$ cat config.mk
export PLATFORM = sky130hd
export DESIGN_NAME = vs_fifo
export DESIGN_NICKNAME = d
export VERILOG_FILES = /design/src/rtl/vs_fifo_pkg.sv /design/src/rtl/vs_fifo_wrap_ptr.sv /design/src/rtl/vs_fifo.sv
export SDC_FILE = /design/constraint.sdc
export NUM_CORES = 1
export LEC_CHECK = 0
export ABC_AREA = 1
export CAP_MARGIN = 15
export CORE_UTILIZATION = 53
export CTS_CLUSTER_DIAMETER = 150
export CTS_CLUSTER_SIZE = 8
export DETAILED_ROUTE_END_ITERATION = 10
export MAX_ROUTING_LAYER = met4
export PLACE_DENSITY_LB_ADDON = 0.1
export SYNTH_ARGS = -nofsm -noshare
export SYNTH_HDL_FRONTEND = slang
export SYNTH_HIERARCHICAL = 1
export SYNTH_SLANG_ARGS = --single-unit
$ cat constraint.sdc
create_clock -name clk -period 2.6 [get_ports clk]
set_clock_uncertainty 0.2 [all_clocks]
set_input_delay 0.26 -clock clk [delete_from_list [all_inputs] [get_ports clk]]
set_output_delay 0.26 -clock clk [all_outputs]
set_load 0.02 [all_outputs]
$ cat src/rtl/vs_fifo_pkg.sv
// rtl/vs_fifo_pkg.sv - shared types for the valid/stall FIFO
package vs_fifo_pkg;

    // Per-cycle occupancy action, encoded as {push, pop}
    typedef enum logic [1:0] {
        OP_IDLE = 2'b00,
        OP_POP  = 2'b01,
        OP_PUSH = 2'b10,
        OP_BOTH = 2'b11
    } fifo_op_e;

endpackage

$ cat src/rtl/vs_fifo_wrap_ptr.sv
// rtl/vs_fifo_wrap_ptr.sv - enable-driven pointer counting 0..DEPTH-1 with wrap
module wrap_ptr #(
    parameter int DEPTH = 6,
    localparam int PTR_W = $clog2(DEPTH)
) (
    input  logic             clk,
    input  logic             rst,
    input  logic             clr,
    input  logic             en,
    output logic [PTR_W-1:0] ptr
);

    localparam logic [PTR_W-1:0] LAST = PTR_W'(DEPTH - 1);

    // Advance on enable; wrap by explicit compare so any depth works
    always_ff @(posedge clk or negedge rst) begin
        if (!rst) begin
            ptr <= '0;
        end else if (clr) begin
            ptr <= '0;
        end else if (en) begin
            ptr <= (ptr == LAST) ? '0 : ptr + 1'b1;
        end
    end

endmodule

$ cat src/rtl/vs_fifo.sv
// rtl/vs_fifo.sv - first-word fall-through valid/stall FIFO of arbitrary depth
module vs_fifo
    import vs_fifo_pkg::*;
#(
    parameter int WIDTH     = 32,
    parameter int DEPTH     = 6,
    parameter int AF_THRESH = DEPTH - 2,
    localparam int PTR_W    = $clog2(DEPTH),
    localparam int CNT_W    = $clog2(DEPTH + 1)
) (
    input  logic             clk,
    input  logic             rst,
    input  logic             us_valid,
    input  logic [WIDTH-1:0] us_data,
    output logic             us_stall,
    output logic             ds_valid,
    output logic [WIDTH-1:0] ds_data,
    input  logic             ds_stall,
    input  logic             flush,
    output logic [CNT_W-1:0] count,
    output logic             almost_full,
    output logic [CNT_W-1:0] max_count
);

    localparam logic [CNT_W-1:0] FULL_CNT = CNT_W'(DEPTH);
    localparam logic [CNT_W-1:0] AF_CNT   = CNT_W'(AF_THRESH);

    logic [DEPTH-1:0][WIDTH-1:0] mem;
    logic [PTR_W-1:0]            wptr;
    logic [PTR_W-1:0]            rptr;
    logic                        full;
    logic                        empty;
    logic                        push;
    logic                        pop;
    logic [CNT_W-1:0]            count_n;
    fifo_op_e                    op;

    assign full  = (count == FULL_CNT);
    assign empty = (count == '0);

    // Flush wins over both ports; a full FIFO refuses a push even when popping
    assign push = us_valid & ~full & ~flush;
    assign pop  = ~empty & ~ds_stall & ~flush;
    assign op   = fifo_op_e'({push, pop});

    assign us_stall    = full & us_valid;
    assign ds_valid    = ~empty;
    assign ds_data     = ds_valid ? mem[rptr] : '0;
    assign almost_full = (count >= AF_CNT);

    wrap_ptr #(.DEPTH(DEPTH)) u_wptr (
        .clk (clk),
        .rst (rst),
        .clr (flush),
        .en  (push),
        .ptr (wptr)
    );

    wrap_ptr #(.DEPTH(DEPTH)) u_rptr (
        .clk (clk),
        .rst (rst),
        .clr (flush),
        .en  (pop),
        .ptr (rptr)
    );

    // Next occupancy from the combined push/pop action
    always_comb begin
        count_n = count;
        case (op)
            OP_PUSH: count_n = count + 1'b1;
            OP_POP:  count_n = count - 1'b1;
            default: count_n = count;
        endcase
    end

    // Storage: written at wptr on push, never cleared by pop or flush
    always_ff @(posedge clk or negedge rst) begin
        if (!rst) begin
            mem <= '0;
        end else if (push) begin
            mem[wptr] <= us_data;
        end
    end

    // Occupancy and peak-occupancy monitor, both cleared by flush
    always_ff @(posedge clk or negedge rst) begin
        if (!rst) begin
            count     <= '0;
            max_count <= '0;
        end else if (flush) begin
            count     <= '0;
            max_count <= '0;
        end else begin
            count     <= count_n;
            max_count <= (count_n > max_count) ? count_n : max_count;
        end
    end

endmodule

==> results.toml <==
[placement]
dpl.hpwl_mm = 14.16
port-buffer-count = 77
gp_congestion = 0.8244
preCtsSetupSlack_ps = -373.1

[timing]
drv_slew = 0
finalSetupViolCount = 3
worst_pin_slew_ps = 520.1
rsz0062_at_grt = "yes"
clock.fmax_ghz = 0.3670
fin_crit_ps = 2725
layout_setup_ws_ps = -124.8
relSlewSlack = 0.6533
final-hold-violation-count = 0
whs_ps = 86.25
period_share = 1.048

[setup_path]
crit_arrival_ps = 2930
cp_slowest_cell = "dfrtp_2"
path_class = "flop to flop"
rr_startpoint = "count[0]$_DFF_PN0_"
end_kind = "flop"
cp_cell_sequence = "nor3_4, nor3_4, ha_4, fa_2, inv_2, nand2_2, nand4_1, nand2_2, ha_4, nand2_4, nor2_4, buf_4, o21bai_4, nand3_1, nand2_1"
slowest_delay_ps = 430
crit_family = "simple AND/OR/NAND/NOR gates"
path_buf_inv = 2
crit_start = "count[0]$_DFF_PN0_"
crit_fanout = 3
reg2reg_slack_ps = -120
required_ps = 2800
reg2reg_to = "max_count[1]$_DFFE_PN0P_"
critPathCapture = "max_count[1]$_DFFE_PN0P_"
worst-path-stages = 15
rr_worst_depth = 15
startpoint_type = "flop"

[clocking]
cts_sinks = 204
numCtsBuffers = 29
clk_path_buf_depth = 3
cts_tree = "built"
h-tree-depth = 1
insertion_delay_ps = 510
cts_root_buffer = "clkbuf_16"
clkTransAtPathRegs_ps = 50

[yosys]
synth_top_family_by_area = "simple AND/OR/NAND/NOR gates"
synth_edf_count = 0
synthesis.nets = 1326
async_reset_ff_frac = 1.000
synth.top_cell.area_share = 0.5111
synth_area_um2 = 9988
synth_compound_area_frac = 0.1421
yosysTopAreaCell = "dfrtp_1"
synth-simple-area-share = 0.2335
ys_seq_area_frac = 0.5111
synth_seq_cells = 204
yosys_most_used_dff = "dfrtp_1"
netlist-cell-type-count = 28
syn_inst = 1284
yosys-top-cells-count = "407 x nand2_1, 204 x dfrtp_1, 181 x inv_1"
synthTopCellsByArea = "dfrtp_1 51%, nand2_1 15%, o21ai_0 8.9%, inv_1 6.8%, nand3_1 3.7%"
synth_area_per_cell_um2 = 7.779
synth_xor_area_frac = 0.0008769
synth.area.mux_share = 0
yosys_warnings = 6
synth.most_common_cell = "nand2_1"
synthAdderAreaFrac = 0.007015

[flow_run]
drv_cap = 0

[route]
drcViolationCount = 0
post_drt_wl_per_cell_um = 15.66
num_vias = 8438
routed_via_density = 5.254
dr.pass1.iters = 5
wirelength_mm = 25.16
ant_nets = 0
initialDrtViolationCount = 624

[finish]
antennaDiodeCount = 0
n_fill_cell = 1552
area_delta_synth_final_pct = 21.22
nNetsFinal = 1418
drive_above_1_share = 0.1394
finalCoreUtilization = 0.6649

[grt]
track_usage = 0.2712
grt_start_max_net_pins = 65
grt_pass1_wl_mm = 41.02
grt_pass1_vias = 7972
antenna_found_initial = 0
grt_overflow = 0

[floorplan]
dieArea_um2 = 19400
start_util = 0.5485
row_count = 49
die_w_um = 139.3
die_h_um = 139.3
ios = 78
coreArea_um2 = 18210

[worst_hold_path]
worstHoldPathType = "primary input to asynchronous set/reset pin"

[status]
violations = "setup timing"
outcome = "finished with violations"

[power_and_ir_drop]
p_leak_uw = 0.006155
power_density_nw_per_um2 = 1043
ir_drop_mv = 0.6546
## report_power, final
part / internal (µW) / switching (µW) / total, µW
Sequential: 4300 / 483 / 4790
Combinational: 1830 / 2740 / 4570
Clock: 2040 / 1230 / 3280
Total: 8170 / 4460 / 12600
## worst reg2reg max path, stage by stage, from the launching register on
cell,delay (ps)
dfrtp_2,430
nor3_4,230
nor3_4,70
ha_4,170
fa_2,360
inv_2,70
nand2_2,80
nand4_1,110
nand2_2,100
ha_4,290
nand2_4,70
nor2_4,120
buf_4,130
o21bai_4,60
nand3_1,70
nand2_1,50
## layout make-up
type | count | area (µm²) | area share
Multi-Input combinational cell | 818 | 3945 | 0.3258
Timing Repair Buffer | 136 | 1301 | 0.1075
Inverter | 187 | 701.9 | 0.05797
Clock buffer | 31 | 733.2 | 0.06056
Tap cell | 229 | 286.5 | 0.02366
Clock inverter | 1 | 30.03 | 0.002480
Sequential cell | 204 | 5110 | 0.4220
## logic make-up after synthesis
logic type	after synthesis
flip-flops	204
buffers and inverters	262
AO/OA/AOI/OAI	267
adder cells (fa/ha/maj)	5
XOR/XNOR	1
AND/OR/NAND/NOR	545
## state kept, by name (all words and copies together) (netlist names)
name and count:
max_count 3, mem 192, count 3, u_wptr/ptr 3, u_rptr/ptr 3
## per-layer routing
layer  track usage  vias up  part of all wire
li1              -     4199                 -
met1        0.3830     3974              0.47
met2        0.4173      227              0.46
met3       0.03510       38             0.052
met4       0.06433        0             0.020
met5             -        -                 0
## placed cells by master (no fill, tap or decap), types with 2 or more instances in the layout
cell type,Yosys,layout
nand3_1,73,72
o21ai_0,178,178
or2_2,32,32
clkdlybuf4s50_1,0,43
a21oi_1,38,35
a21oi_2,0,3
nor2_1,18,13
buf_12,0,12
nor2_2,2,5
ha_4,0,2
inv_2,6,8
ha_1,4,2
nor2_4,0,2
clkbuf_16,0,31
buf_6,0,3
nand3_4,2,2
buf_4,7,40
dlygate4sd2_1,0,4
clkdlybuf4s15_1,0,3
nand4_2,4,4
clkbuf_2,4,26
dfrtp_1,204,200
dfrtp_2,0,4
nor2_8,2,2
inv_1,181,179
nor3_4,0,2
nand2_1,407,401
clkbuf_1,29,2
nand2_2,2,7
o21ai_1,18,18
o211ai_1,32,32
## per-stage QoR
step                      area [µm²]  std cells  TNS (ps)  total power, µW
after floorplan                10020       1284    -209.3             7862
after detailed placement       11190       1557     -1092             9206
after CTS                      12100       1599    -49.48            12610
after global placement         11190       1557    -782.3             9094
final                          12110       1606    -366.9            12630
after global routing           12110       1606    -764.5            13600
## worst min-delay path by stage
stage	endpoint	depth (start not counted)	slack [ps]	startpoint
floorplan	count[0]$_DFF_PN0_	0	-240	rst
global placement	mem[9]$_DFFE_PN0P_	1	80	rst
detailed placement	mem[9]$_DFFE_PN0P_	1	80	rst
CTS	mem[9]$_DFFE_PN0P_	2	100	rst
global route	mem[9]$_DFFE_PN0P_	2	140	rst
finish	mem[9]$_DFFE_PN0P_	2	90	rst
## repair_timing
item,4_1_cts,5_1_grt
resized for setup,58,58
hold endpoints to repair,148,0
cloned,1,2
buffers inserted,8,6
endpoints found under the setup margin,36,35
hold buffers,1,0
pin swaps,3,4
(Power assumes the default switching activity.)
